==> src/rtl/fetch_pkg.sv <==
// rtl/fetch_pkg.sv - shared types and constants for the instruction fetch stage
//
// Purpose: state encoding, next-PC select encoding and the fixed constants
// used by fetch_unit and fetch_pc_next.
// Ports: none (package).
// Optional feature macro used elsewhere in the slice: FETCH_PERF_CNT_EN.

package fetch_pkg;

  typedef enum logic [1:0] {
    FETCH_INIT = 2'd0,
    FETCH_RUN  = 2'd1,
    FETCH_HALT = 2'd2
  } fetch_state_e;

  typedef enum logic [1:0] {
    PC_HOLD     = 2'd0,
    PC_INC      = 2'd1,
    PC_REDIRECT = 2'd2
  } pc_sel_e;

  localparam logic [7:0]  PC_STEP       = 8'd2;
  localparam logic [15:0] HALT_WORD     = 16'h0000;
  localparam logic [7:0]  PC_ALIGN_MASK = 8'hFE;

endpackage

==> src/rtl/fetch_pc_next.sv <==
// rtl/fetch_pc_next.sv - combinational next-PC select for the fetch stage
//
// Purpose: chooses hold / PC+2 / redirect target, forcing halfword alignment
// on the redirect target.
// Ports:
//   pc_i      current PC
//   sel_i     select: PC_HOLD, PC_INC, PC_REDIRECT
//   target_i  redirect byte address (bit 0 ignored)
//   pc_next_o next PC value

module fetch_pc_next
  import fetch_pkg::*;
(
  input  logic [7:0] pc_i,
  input  pc_sel_e    sel_i,
  input  logic [7:0] target_i,
  output logic [7:0] pc_next_o
);

  always_comb begin
    pc_next_o = pc_i;
    case (sel_i)
      PC_INC:      pc_next_o = pc_i + PC_STEP;  // 8-bit wrap is intended
      PC_REDIRECT: pc_next_o = target_i & PC_ALIGN_MASK;
      default:     pc_next_o = pc_i;
    endcase
  end

endmodule

==> src/rtl/fetch_unit.sv <==
// rtl/fetch_unit.sv - instruction fetch stage with IF/ID register, redirect and halt
//
// Purpose: owns the PC, addresses the instruction RAM, registers the returned
// word into the IF/ID register and hands it to decode over valid/ready.
// Waits INIT_CYCLES after reset for the RAM load, halts on the all-zero word,
// and leaves HALT only on a branch redirect or reset.
// Ports:
//   CLK, RESET_N          clock, asynchronous active-low reset
//   IADDR                 RAM byte address (== PC)
//   IDATA                 RAM word, combinational from IADDR
//   ID_VALID/ID_READY     handshake to decode
//   ID_INSTR/ID_PC        registered instruction and its byte address
//   BR_TAKEN/BR_TARGET    single-cycle redirect from execute
//   HALTED                high in HALT state
//   PERF_FETCHED/PERF_STALLED  only when FETCH_PERF_CNT_EN is defined

module fetch_unit
  import fetch_pkg::*;
#(
  parameter logic [7:0]  RESET_PC    = 8'h00,
  parameter int unsigned INIT_CYCLES = 2
) (
  input  logic        CLK,
  input  logic        RESET_N,
  output logic [7:0]  IADDR,
  input  logic [15:0] IDATA,
  output logic        ID_VALID,
  input  logic        ID_READY,
  output logic [15:0] ID_INSTR,
  output logic [7:0]  ID_PC,
  input  logic        BR_TAKEN,
  input  logic [7:0]  BR_TARGET,
  output logic        HALTED
`ifdef FETCH_PERF_CNT_EN
  ,
  output logic [15:0] PERF_FETCHED,
  output logic [15:0] PERF_STALLED
`endif
);

  localparam logic [3:0] INIT_LAST = 4'(INIT_CYCLES - 1);

  fetch_state_e state_q, state_d;
  logic [3:0]   cnt_q, cnt_d;
  logic [7:0]   pc_q, pc_d;
  logic         id_valid_q, id_valid_d;
  logic [15:0]  id_instr_q, id_instr_d;
  logic [7:0]   id_pc_q, id_pc_d;
  pc_sel_e      pc_sel;
  logic         fire;

  fetch_pc_next u_pc_next (
    .pc_i      (pc_q),
    .sel_i     (pc_sel),
    .target_i  (BR_TARGET),
    .pc_next_o (pc_d)
  );

  assign fire = !id_valid_q || ID_READY;

  always_comb begin
    state_d    = state_q;
    cnt_d      = cnt_q;
    id_valid_d = id_valid_q;
    id_instr_d = id_instr_q;
    id_pc_d    = id_pc_q;
    pc_sel     = PC_HOLD;

    // Redirect wins over everything: flush IF/ID, skip this cycle's capture.
    if (BR_TAKEN) begin
      pc_sel     = PC_REDIRECT;
      id_valid_d = 1'b0;
      if (state_q == FETCH_HALT) state_d = FETCH_RUN;
    end

    case (state_q)
      FETCH_INIT: begin
        if (cnt_q != 4'hF) cnt_d = cnt_q + 4'd1;
        // >= so a redirect on the final INIT cycle only delays the exit.
        if (!BR_TAKEN && cnt_q >= INIT_LAST) state_d = FETCH_RUN;
      end
      FETCH_RUN: begin
        if (!BR_TAKEN && fire) begin
          if (IDATA == HALT_WORD) begin
            id_valid_d = 1'b0;
            state_d    = FETCH_HALT;
          end else begin
            id_instr_d = IDATA;
            id_pc_d    = pc_q;
            id_valid_d = 1'b1;
            pc_sel     = PC_INC;
          end
        end
      end
      FETCH_HALT: id_valid_d = 1'b0;
      default:    state_d = FETCH_INIT;
    endcase
  end

  always_ff @(posedge CLK or negedge RESET_N) begin
    if (!RESET_N) begin
      state_q    <= FETCH_INIT;
      cnt_q      <= 4'd0;
      pc_q       <= RESET_PC;
      id_valid_q <= 1'b0;
      id_instr_q <= 16'h0000;
      id_pc_q    <= 8'h00;
    end else begin
      state_q    <= state_d;
      cnt_q      <= cnt_d;
      pc_q       <= pc_d;
      id_valid_q <= id_valid_d;
      id_instr_q <= id_instr_d;
      id_pc_q    <= id_pc_d;
    end
  end

  assign IADDR    = pc_q;
  assign ID_VALID = id_valid_q;
  assign ID_INSTR = id_instr_q;
  assign ID_PC    = id_pc_q;
  assign HALTED   = (state_q == FETCH_HALT);

`ifdef FETCH_PERF_CNT_EN
  logic [15:0] perf_fetched_q, perf_stalled_q;

  always_ff @(posedge CLK or negedge RESET_N) begin
    if (!RESET_N) begin
      perf_fetched_q <= 16'h0000;
      perf_stalled_q <= 16'h0000;
    end else begin
      if (id_valid_q && ID_READY && perf_fetched_q != 16'hFFFF)
        perf_fetched_q <= perf_fetched_q + 16'd1;
      if (id_valid_q && !ID_READY && perf_stalled_q != 16'hFFFF)
        perf_stalled_q <= perf_stalled_q + 16'd1;
    end
  end

  assign PERF_FETCHED = perf_fetched_q;
  assign PERF_STALLED = perf_stalled_q;
`endif

endmodule
==> config.mk <==
export PLATFORM = sky130hd
export DESIGN_NAME = fetch_unit
export DESIGN_NICKNAME = d
export VERILOG_FILES = /design/src/rtl/fetch_pkg.sv /design/src/rtl/fetch_pc_next.sv /design/src/rtl/fetch_unit.sv
export SDC_FILE = /design/constraint.sdc
export NUM_CORES = 1
export LEC_CHECK = 0
export ABC_AREA = 1
export CAP_MARGIN = 20
export CORE_MARGIN = 2
export CORE_UTILIZATION = 32
export DETAILED_ROUTE_END_ITERATION = 16
export GPL_ROUTABILITY_DRIVEN = 0
export PLACE_DENSITY_LB_ADDON = 0.15
export SLEW_MARGIN = 10
export SYNTH_ARGS = -nofsm -noshare
export SYNTH_HDL_FRONTEND = slang
export SYNTH_HIERARCHICAL = 1
export SYNTH_SLANG_ARGS = --single-unit
==> constraint.sdc <==
create_clock -name CLK -period 2.45 [get_ports CLK]
set_clock_uncertainty 0.15 [all_clocks]
set_input_delay 0.49 -clock CLK [delete_from_list [all_inputs] [get_ports CLK]]
set_output_delay 0.49 -clock CLK [all_outputs]
set_load 0.02 [all_outputs]
======== Word level (Yosys, flattened, before mapping) ========
Index checks and enable logic that the tools add are counted.
word-level totals
  register bits ........................... 39
  bits of input ports ..................... 28
  output and inout port bits .............. 34
  logic and storage cells ................. 40
cells by class
  add/subtract/negate cells ............... 2
  order comparisons ....................... 1
  equality and inequality tests ........... 5
  multiplexer cells ....................... 15
  bitwise logic cells ..................... 1
  reduce and logical (&&, ||, !) cells .... 10
operator list
  operator               count
  $mux W2                9
  $logic_not A16 Y1      1
  $pmux W8 S2            1
  $add A8 B2 Y8 const B  1
  $pmux W2 S3            1
  $add A4 B1 Y4 const B  1
  $eq A2 B1 Y1 const B   2
  $eq A2 B2 Y1 const B   2
  $ge A4 B1 Y1 const B   1
  $ne A4 B4 Y1 const B   1
  $mux W1                3
  $reduce_and A3 Y1      1
  $logic_and A1 B1 Y1    2
  $logic_not A1 Y1       2
  $logic_not A2 Y1       1
  $pmux W1 S2            1
  $reduce_and A2 Y1      1
  $reduce_bool A2 Y1     1
  $logic_or A1 B1 Y1     1
  $not A1 Y1             1

======== Logic depth before layout (Yosys ltp) ========
Gate-level depths: netlist of run 1.
  depth in word-level cells ............... 7
  gate-level depth with buffers ........... 12
  depth with buffers taken out ............ 11

======== Modules after synthesis ========
Netlist of run 1, hierarchy kept.
modules (own cells, without submodules)
  module         instances  cells each  area an instance (um^2)  seq. area each (um^2)
  fetch_unit     1          184         1692.9                   975.9
  fetch_pc_next  1          54          304.0                    0.0

======== Worst setup path after synthesis of run 1 ========
OpenSTA, ideal clock, no wires.
  kind .................................... register to register
  start point ............................. register state_q[1]
  end point ............................... register pc_q[6], in the netlist IADDR[6]
  setup time .............................. 0.122 ns
  arrival ................................. 1.804 ns
  required time ........................... 2.178 ns
  slack ................................... 0.374 ns
  cell stages (with the launch flop) ...... 13
  buffers on the path ..................... 2
  period minus slack after synthesis ...... 2.076 ns
  cells stage by stage .................... dfrtp_1 inv_1 ha_1 inv_1 nor2_4 nand2_4 inv_4 buf_6 inv_1 ha_1 buf_2 a21oi_1 a21oi_2
on the way
  cells in the longest elaborated chain, start to end .. 4
  elaborated cells between the ends (all ways) .. 6
  classes of those cells .................. eq/ne: 3; mux: 2; reduce/logical: 1
ends and longest elaborated chain
  item                                          RTL line             source
  from (decl)                                   fetch_unit.sv:43     fetch_state_e state_q, state_d;
  from (signal assigned)                        fetch_unit.sv:109    state_q <= state_d;
  $eq A2 B1 Y1 (*)                              fetch_unit.sv:76     case (state_q)
  $mux W2 (*)                                   fetch_unit.sv:76
  via pc_sel[0]                                 fetch_unit.sv:49     pc_sel_e pc_sel;
  $eq A2 B2 Y1 or $eq A2 B1 Y1 (tied branches)  fetch_pc_next.sv:22  case (sel_i)
  $pmux W8 S2 (*)                               fetch_pc_next.sv:22
  via pc_d[6]                                   fetch_unit.sv:45     logic [7:0] pc_q, pc_d;
  to (signal assigned)                          fetch_unit.sv:111    pc_q <= pc_d;
  to (decl)                                     fetch_unit.sv:45
The timed path passes the listed nets; every way through them passes the cells marked *.
A chain may end at the register's enable or synchronous reset.

======== Final worst setup path of run 1 ========
  start point ............................. register state_q[0]
  end point ............................... output port HALTED
on the way
  cells in the longest elaborated chain, start to end .. 1
ends and longest elaborated chain
  item          RTL line           source
  $eq A2 B2 Y1  fetch_unit.sv:122  assign HALTED = (state_q == FETCH_HALT);
  to (decl)     fetch_unit.sv:33   output logic HALTED
Every way passes these cells.

==> results of run 1 <==
==> cells in the mapped netlist (2+ instances only) <==
library cell / instances
ha_1: 10
xor2_1: 2
a21oi_1: 14
a21oi_2: 2
inv_1: 19
nand2_2: 12
nand2_1: 80
nor2_1: 22
buf_4: 2
a22oi_1: 2
dfrtp_1: 39
buf_2: 2
o21ai_0: 4
nand3_1: 8
o21a_1: 2
nor2_2: 2
o21bai_2: 2
==> per-layer routing <==
metal / GRT usage (%) / vias up
li1: - / 889
met1: 17.71 / 769
met2: 22.73 / 43
met3: 3.877 / 5
met4: 3.577 / 0
met5: 0 / -
==> final cells by class <==
class / instances / area [um^2] / area share (%)
clock buffers: 6 / 82.58 / 2.916
repair buffers: 75 / 708.2 / 25.01
multi-input cells: 171 / 884.6 / 31.24
flip-flops and latches: 39 / 975.9 / 34.47
well taps: 75 / 93.84 / 3.314
inverters: 21 / 81.33 / 2.872
clock inverters: 1 / 5.005 / 0.1768
==> stage by stage <==
step / setup TNS, ns / setup WS, ns / hold slack, ns
after floorplan: 0 / 0.3745 / 0.04441
after global placement: -0.2133 / -0.06129 / 0.3091
after detailed placement: -0.1492 / -0.05192 / 0.3071
after CTS: 0 / 0.2156 / 0.06603
after global routing: 0 / 0.1399 / 0.09254
final: 0 / 0.2373 / 0.04759
==> registers in the layout, summed over array words and instances, names as in the netlist <==
signal / cells
ID_VALID: 1
ID_INSTR: 16
cnt_q: 4
state_q: 2
ID_PC: 8
IADDR: 8
==> how the worst max path moves through the flow <==
stage                         endpoint  slack, ns  cells after the start
floorplan           IADDR[6]$_DFF_PN0_       0.37                     12
global placement    IADDR[1]$_DFF_PN0_      -0.06                     12
detailed placement  IADDR[1]$_DFF_PN0_      -0.05                     12
CTS                             HALTED       0.22                      3
global route        IADDR[1]$_DFF_PN0_       0.14                     12
finish                          HALTED       0.24                      3
==> power groups by stage <==
stage	sequential (mW)	clock (mW)	combinational, mW
2_1_floorplan	1.45	0	0.730
3_3_place_gp	1.18	0	1.74
3_5_place_dp	1.18	0	1.75
4_1_cts	1.17	0.455	1.76
5_1_grt	1.21	0.481	1.91
6_report	1.16	0.432	1.73
==> kinds of logic after synthesis <==
kind of cell / synth area share, %
DFF: 48.87
buffers and inverters: 6.829
AOI/OAI and AO/OA: 9.336
xor gates and xnor gates: 0.8774
adders and majority gates: 6.266
and+or+nand+nor: 27.82
==> worst max-delay path: stages (launching register included) <==
cell and delay (ns):
dfrtp_1 0.42, inv_1 0.09, ha_1 0.18, clkdlybuf4s50_1 0.61
==> summary.txt, run 1 <==
Setup path
  – Flop2flop setup slack: roughly 0.39 ns
  – Critical path class: register to output port
  – R2r endpoint: IADDR[1]$_DFF_PN0_
  – Crit. End Element: output port
  – RR Startpoint: state_q[1]$_DFF_PN0_
  – Element type at the critical path start: register
  – Crit. Startpoint: state_q[0]$_DFF_PN0_
  – CP arrival: approximately 1.6 ns
  – Worst Path Required: around 1.8 ns
  – CP max FO: 4
  – Register-to-Register Path Depth: 11

Logic synthesis
  – Syn Nets: ~280
  – Post-synth EDFFs: 0
  – Synth Flop Type: dfrtp_1
  – FF+latch count, synth: 39
  – Post-Syn Instances: between 200 and 250
  – Async SR Flop Fraction: between 90% and 100%
  – Register area share after synthesis: 48.87%
  – Syn_area_per_cell: about 8.4 um^2
  – Area leader, netlist: dfrtp_1
  – YS warnings: 6
  – Synth area leaders: dfrtp_1 49%, nand2_1 15%, ha_1 6.3%
  – Mapped Area: between 1500 and 2000 um^2
  – Count of cell types in the netlist: 31
  – Area share of the largest cell type after synthesis: 48.87%

STA
  – RSZ-0062 raised after global routing: no
  – Period utilisation layout: between 90% and 100%
  – Hold Vio Cnt, Final: 0
  – Slew Viols, Final: 0
  – Minimum clock period: roughly 2.2 ns
  – Max frequency: 0.4519 GHz
  – Final setup viols: 0
  – Worst-margin pin slew: approximately 0.58 ns
  – Slew headroom: approximately three fifths

Route
  – WL final: approximately 4.5 mm
  – Via count: roughly 1700
  – Initial DRT Pass Iterations: 4
  – Highest metal layer with signal wires: met4
  – Iter 0 DRT Violations: approximately 90
  – Met2 routed WL: between 2 and 2.5 mm
  – Via/cell ratio: ~4.4
  – Final ANT Viol Nets: 0
  – Drt wl/cell: roughly 12 um
  – Wl on met1: 2.252 mm
  – Drt drc: 0
  – Metal3 WL: roughly 210 um

Placement
  – # port buffers: 60
  – Placed Cells: 381
  – Dpl hpwl: 3.340 mm
  – Placed inst area: 2744 um^2

Hold path
  – Hold Path Class: primary input to asynchronous set/reset pin

Clocking
  – Total CTS buffers: 5
  – # H-tree levels: 2
  – Hold_buf cts: 0
  – CTS tree: done
  – Max Buffers Root-to-Sink: 2
  – CTS Root Cell: clkbuf_8
  – Clock transition at the registers of the reported paths: about 0.070 ns
  – Post-CTS sizing: 0
  – Clock Latency Late Sink: ~0.28 ns
  – Sink Count: 39
  – Post-CTS setup buffer count: 0

Final layout
  – Fill cell count: between 600 and 700
  – Fin area: around 2800 um^2
  – Layout cell share with drive strength beyond 1: between 10% and 20%
  – Ant diodes: 0
  – Commonest non-fill, non-tap cell in the layout: nand2_1
  – Area delta synth->final: 41.79%
  – Most frequent cells in the layout: 80 x nand2_1, 59 x clkdlybuf4s50_1, 39 x dfrtp_1
  – Post-route non-filler standard cell count: just under 400
  – Utilization after layout: about 47%
  – Nets: 351

Power
  – Reg power frac: about a third
  – Int Pwr: between 1.5 and 2 mW
  – Sw frac: around two fifths
  – Leakage Power: ~1.4 nW
  – Logic pwr share: 52.1%
  – Max IR drop VDD: ~0.45 mV
  – Clock network power share: between 10% and 20%
  – Pwr dens: approximately 1200 nW/um^2
  – Final Power: approximately 3.3 mW
  – Sw power: around 1.4 mW

Global routing
  – Vias in the first global route: between 1500 and 2000
  – First-pass GRT wire length: a little under 8 mm
  – Largest net degree at the start of global routing: 25
  – GRT Resource Usage Total: between 10 and 15%
  – Initial antenna violation count: 0
  – Global route overflow: 0

Die
  – Chip Width: about 83 um
  – IO Pins: 62
  – Die Y: around 83 um
  – Starting density of the core: around a third
  – Row count: 28
  – Die area: 6888 um^2
  – Core Area: about 6000 um^2

Flow run
  – Max_cap viols: 0

Run status
  – Status: finished clean
(Power assumes the default switching activity.)
==> run 2, diff against run 1 <==
ABC_AREA = default   (was 1)
==> run 2 against run 1 <==
Largest cell class unchanged. Critical endpoint is now IADDR[6]$_DFF_PN0_. Sequential power hardly changed. Sequential share of layout area down 0.26 points. Global-route usage increased by 0.33 points. Final cell count shrank 19%. Area after synthesis decreased by 4.0%. The run now ends with hold timing left. Register-to-register slack got worse by 0.15 ns.
==> summary.txt, run 2 <==
Logic synthesis
  – Most common cell in the netlist: dfrtp_1
  – Syn Nets: 197 (-29%)
  – YS warnings: 6 (unchanged)
  – Post-synth EDFFs: 0 (unchanged)
  – Synth Flop Type: dfrtp_1
  – Area share of the largest cell type after synthesis: 50.91% (+2.0 points)
  – FF+latch count, synth: 39 (unchanged)
  – Area leader, netlist: dfrtp_1
  – Top post-synthesis cells by count: 39 x dfrtp_1, 25 x mux2_2, 15 x inv_1
  – Synth area leaders: dfrtp_1 51%, mux2_2 15%, ha_1 6.5%
  – Mapped Area: 1917 um^2 (-4.0%)
  – Count of cell types in the netlist: 35 (+13%)
  – Syn_area_per_cell: 12.06 um^2 (+44%)
  – Async SR Flop Fraction: 100.0% (unchanged)
  – Register area share after synthesis: 50.91% (+2.0 points)
  – Post-Syn Instances: 159 (-33%)

Route
  – Final ANT Viol Nets: 0 (unchanged)
  – Drt drc: 0 (unchanged)
  – WL final: 4.377 mm (-3.7%)
  – Initial DRT Pass Iterations: 4 (unchanged)
  – Iter 0 DRT Violations: 46 (-48%)
  – Drt wl/cell: 13.85 um (+18%)
  – Via/cell ratio: 4.703 (+7.0%)
  – Via count: 1486 (-13%)

STA
  – Worst-margin pin slew: 0.4624 ns (-0.1142 ns)
  – Final worst slack: 0.1060 ns (-0.1313 ns)
  – Worst hold slack: -0.008606 ns (-0.05619 ns)
  – Slew Viols, Final: 0 (unchanged)
  – Hold Vio Cnt, Final: 11 (+11)
  – Period utilisation layout: 95.67% (+5.4 points)
  – Minimum clock period: 2.344 ns (+0.1313 ns)
  – Max frequency: 0.4266 GHz (-5.6%)
  – Final setup viols: 0 (unchanged)
  – Slew headroom: 69.17% (+7.6 points)

Setup path
  – CP max FO: 2 (-2)
  – Worst path max stage delay: 0.50 ns (-0.11 ns)
  – Crit path max-delay cell type: or4_1
  – Worst Path Required: 2.53 ns (+0.72 ns)
  – Crit. End Element: register
  – Register-to-Register Path Depth: 9 (-2)
  – Flop2flop setup slack: 0.24 ns (-0.15 ns)
  – Element type at the critical path start: primary input
  – Critical path class: primary input to register
  – CP cell instances: dlygate4sd2_1 -> nor4_4 -> nand4_1 -> nand3_2 -> inv_1 -> inv_2 -> ha_4 -> nand2b_1 -> or4_1 -> nand3_1
  – CP arrival: 2.42 ns (+0.85 ns)

Global routing
  – Vias in the first global route: 1496 (-11%)
  – Global route overflow: 0 (unchanged)
  – First-pass GRT wire length: 7.217 mm (-6.4%)
  – Initial antenna violation count: 0 (unchanged)
  – Largest net degree at the start of global routing: 25 (unchanged)
  – GRT Resource Usage Total: 14.08% (+0.33 points)

Hold path
  – Hold Path Class: primary input to asynchronous set/reset pin

Placement
  – # port buffers: 60 (unchanged)
  – Placed Cells: 308 (-19%)
  – Place WS: -0.3617 ns (-0.3097 ns)
  – Dpl hpwl: 3.197 mm (-4.3%)

Power
  – Leakage Power: 1.304 nW (-5.6%)
  – Sw frac: 38.46% (-2.9 points)
  – Reg power frac: 36.1% (+1.1 points)
  – Pwr dens: 1112 nW/um^2 (-5.5%)
  – Sw power: 1.220 mW (-11%)
  – Max IR drop VDD: 0.4315 mV (-3.5%)
  – Clock network power share: 13.6% (+0.6 points)
  – Int Pwr: 1.952 mW (-0.12%)
  – Logic pwr share: 50.3% (-1.8 points)
  – Final Power: 3.172 mW (-4.8%)

Run status
  – Failing checks: hold timing
  – Status: complete, but fails checks

Clocking
  – Post-CTS setup buffer count: 0 (unchanged)
  – Clock Latency Late Sink: 0.29 ns (about the same)
  – # H-tree levels: 2 (unchanged)
  – CTS Root Cell: clkbuf_8
  – CTS tree: done
  – Clock transition at the registers of the reported paths: 0.08 ns (about the same)
  – Total CTS buffers: 5 (unchanged)
  – Max Buffers Root-to-Sink: 2 (unchanged)
  – Hold_buf cts: 0 (unchanged)
  – Sink Count: 39 (unchanged)

Die
  – Die Y: 81.40 um (-1.9%)
  – Core Area: 5851 um^2 (-2.3%)
  – Chip Width: 81.40 um (-1.9%)
  – Row count: 28 (unchanged)
  – Starting density of the core: 32.76% (-0.57 points)
  – IO Pins: 62 (unchanged)
  – Die area: 6625 um^2 (-3.8%)

Final layout
  – Area delta synth->final: 48.83%
  – Max reg flops: 16 (unchanged)
  – Ant diodes: 0 (unchanged)
  – Commonest non-fill, non-tap cell in the layout: clkdlybuf4s50_1
  – Nets: 278 (-21%)
  – Layout cell share with drive strength beyond 1: 26.97% (+12 points)
  – Most frequent cells in the layout: 43 x clkdlybuf4s50_1, 39 x dfrtp_1, 25 x mux2_2
  – Post-route non-filler standard cell count: 316 (-19%)
  – Fill cell count: 527 (-12%)

Flow run
  – Max_cap viols: 0 (unchanged)
[run 2: cell count changes in the layout (fill, tap and decap cells not counted), moves of 3 or more]
cell / previous run / this run
dlygate4sd2_1: 0 / 6
mux2_2: 0 / 25
o22ai_1: 0 / 3
clkdlybuf4s50_1: 59 / 43
inv_1: 19 / 14
buf_4: 15 / 18
dlymetal6s2s_1: 0 / 9
a21oi_1: 14 / 7
nor4_2: 0 / 3
nand2_2: 12 / 0
nand2_1: 80 / 5
nor2_1: 22 / 3
[run 2: routing by layer]
| layer | wire, um | global-route usage (%) | up-vias |
|---|---|---|---|
| met1 | 2079 | 18.68 | 729 |
| met3 | 172 | 3.667 | 2 |
| met2 | 2101 | 22.62 | 24 |
| li1 | - | - | 731 |
| met5 | 0 | 0 | - |
| met4 | 25 | 4.068 | 0 |
[run 2: worst paths after layout]
| check | start | endpoint |
|---|---|---|
| min in group CLK | IDATA[13] | ID_INSTR[13]$_DFFE_PN0P_ |
| max in group asynchronous | RESET_N | ID_INSTR[8]$_DFFE_PN0P_ |
| setup reg to reg | state_q[1]$_DFF_PN0_ | IADDR[6]$_DFF_PN0_ |
| setup / recovery | IDATA[8] | IADDR[6]$_DFF_PN0_ |
| hold reg to reg | ID_INSTR[1]$_DFFE_PN0P_ | ID_INSTR[1]$_DFFE_PN0P_ |
| hold / removal | RESET_N | IADDR[4]$_DFF_PN0_ |
[run 2: critical path: cells and delay by family]
family                   cells  cell delay (ns)
AND/OR/NAND/NOR              6             1.33
buffers and inverters        3             0.39
adder cells (fa/ha/maj)      1             0.19
[run 2: metrics by stage]
step	setup TNS (ns)	hold WS, ns	util (%)	cell area, um^2
4_1_cts	0	0.008433	48.14	2816
5_1_grt	-0.001397	0.01776	48.76	2853
6_report	0	-0.008606	48.76	2853
3_5_place_dp	-4.326	0.3300	46.77	2736
3_3_place_gp	-3.792	0.3305	46.77	2736
2_1_floorplan	0	0.04441	-	1929
[run 2: cell type report]
type | count | area (um^2) | share of cell area (%)
clock inverters | 3 | 20.02 | 0.7018
multi-input cells | 100 | 872.1 | 30.57
well taps | 75 | 93.84 | 3.289
clock buffers | 5 | 68.82 | 2.412
repair buffers | 79 | 765.7 | 26.84
inverters | 15 | 56.30 | 1.974
flip-flops and latches | 39 | 975.9 | 34.21
[run 2: what timing repair did]
item,4_1_cts,5_1_grt
gates resized for setup,7,12
pin swaps,6,8
setup endpoints to repair,1,2
hold endpoints to repair,0,0
cloned,0,0
[run 2: power by group through the flow]
stage | sequential (mW) | clock, mW | combinational, mW
6_report | 1.14 | 0.432 | 1.60
5_1_grt | 1.19 | 0.473 | 1.72
4_1_cts | 1.15 | 0.452 | 1.62
3_5_place_dp | 1.16 | 0 | 1.61
3_3_place_gp | 1.15 | 0 | 1.60
2_1_floorplan | 1.41 | 0 | 0.635
[run 2: cell families (layout without fill, tap and decap cells)]
logic type / count (synthesis) / after routing / synth area share [%]
flip-flops: 39 / 39 / 50.91
AND/OR/NAND/NOR: 34 / 34 / 11.88
AO/OA/AOI/OAI: 29 / 29 / 10.12
multiplexers: 26 / 26 / 15.21
buffers and inverters: 20 / 102 / 4.896
adder cells (fa/ha/maj): 10 / 10 / 6.527
XOR/XNOR: 1 / 1 / 0.4570
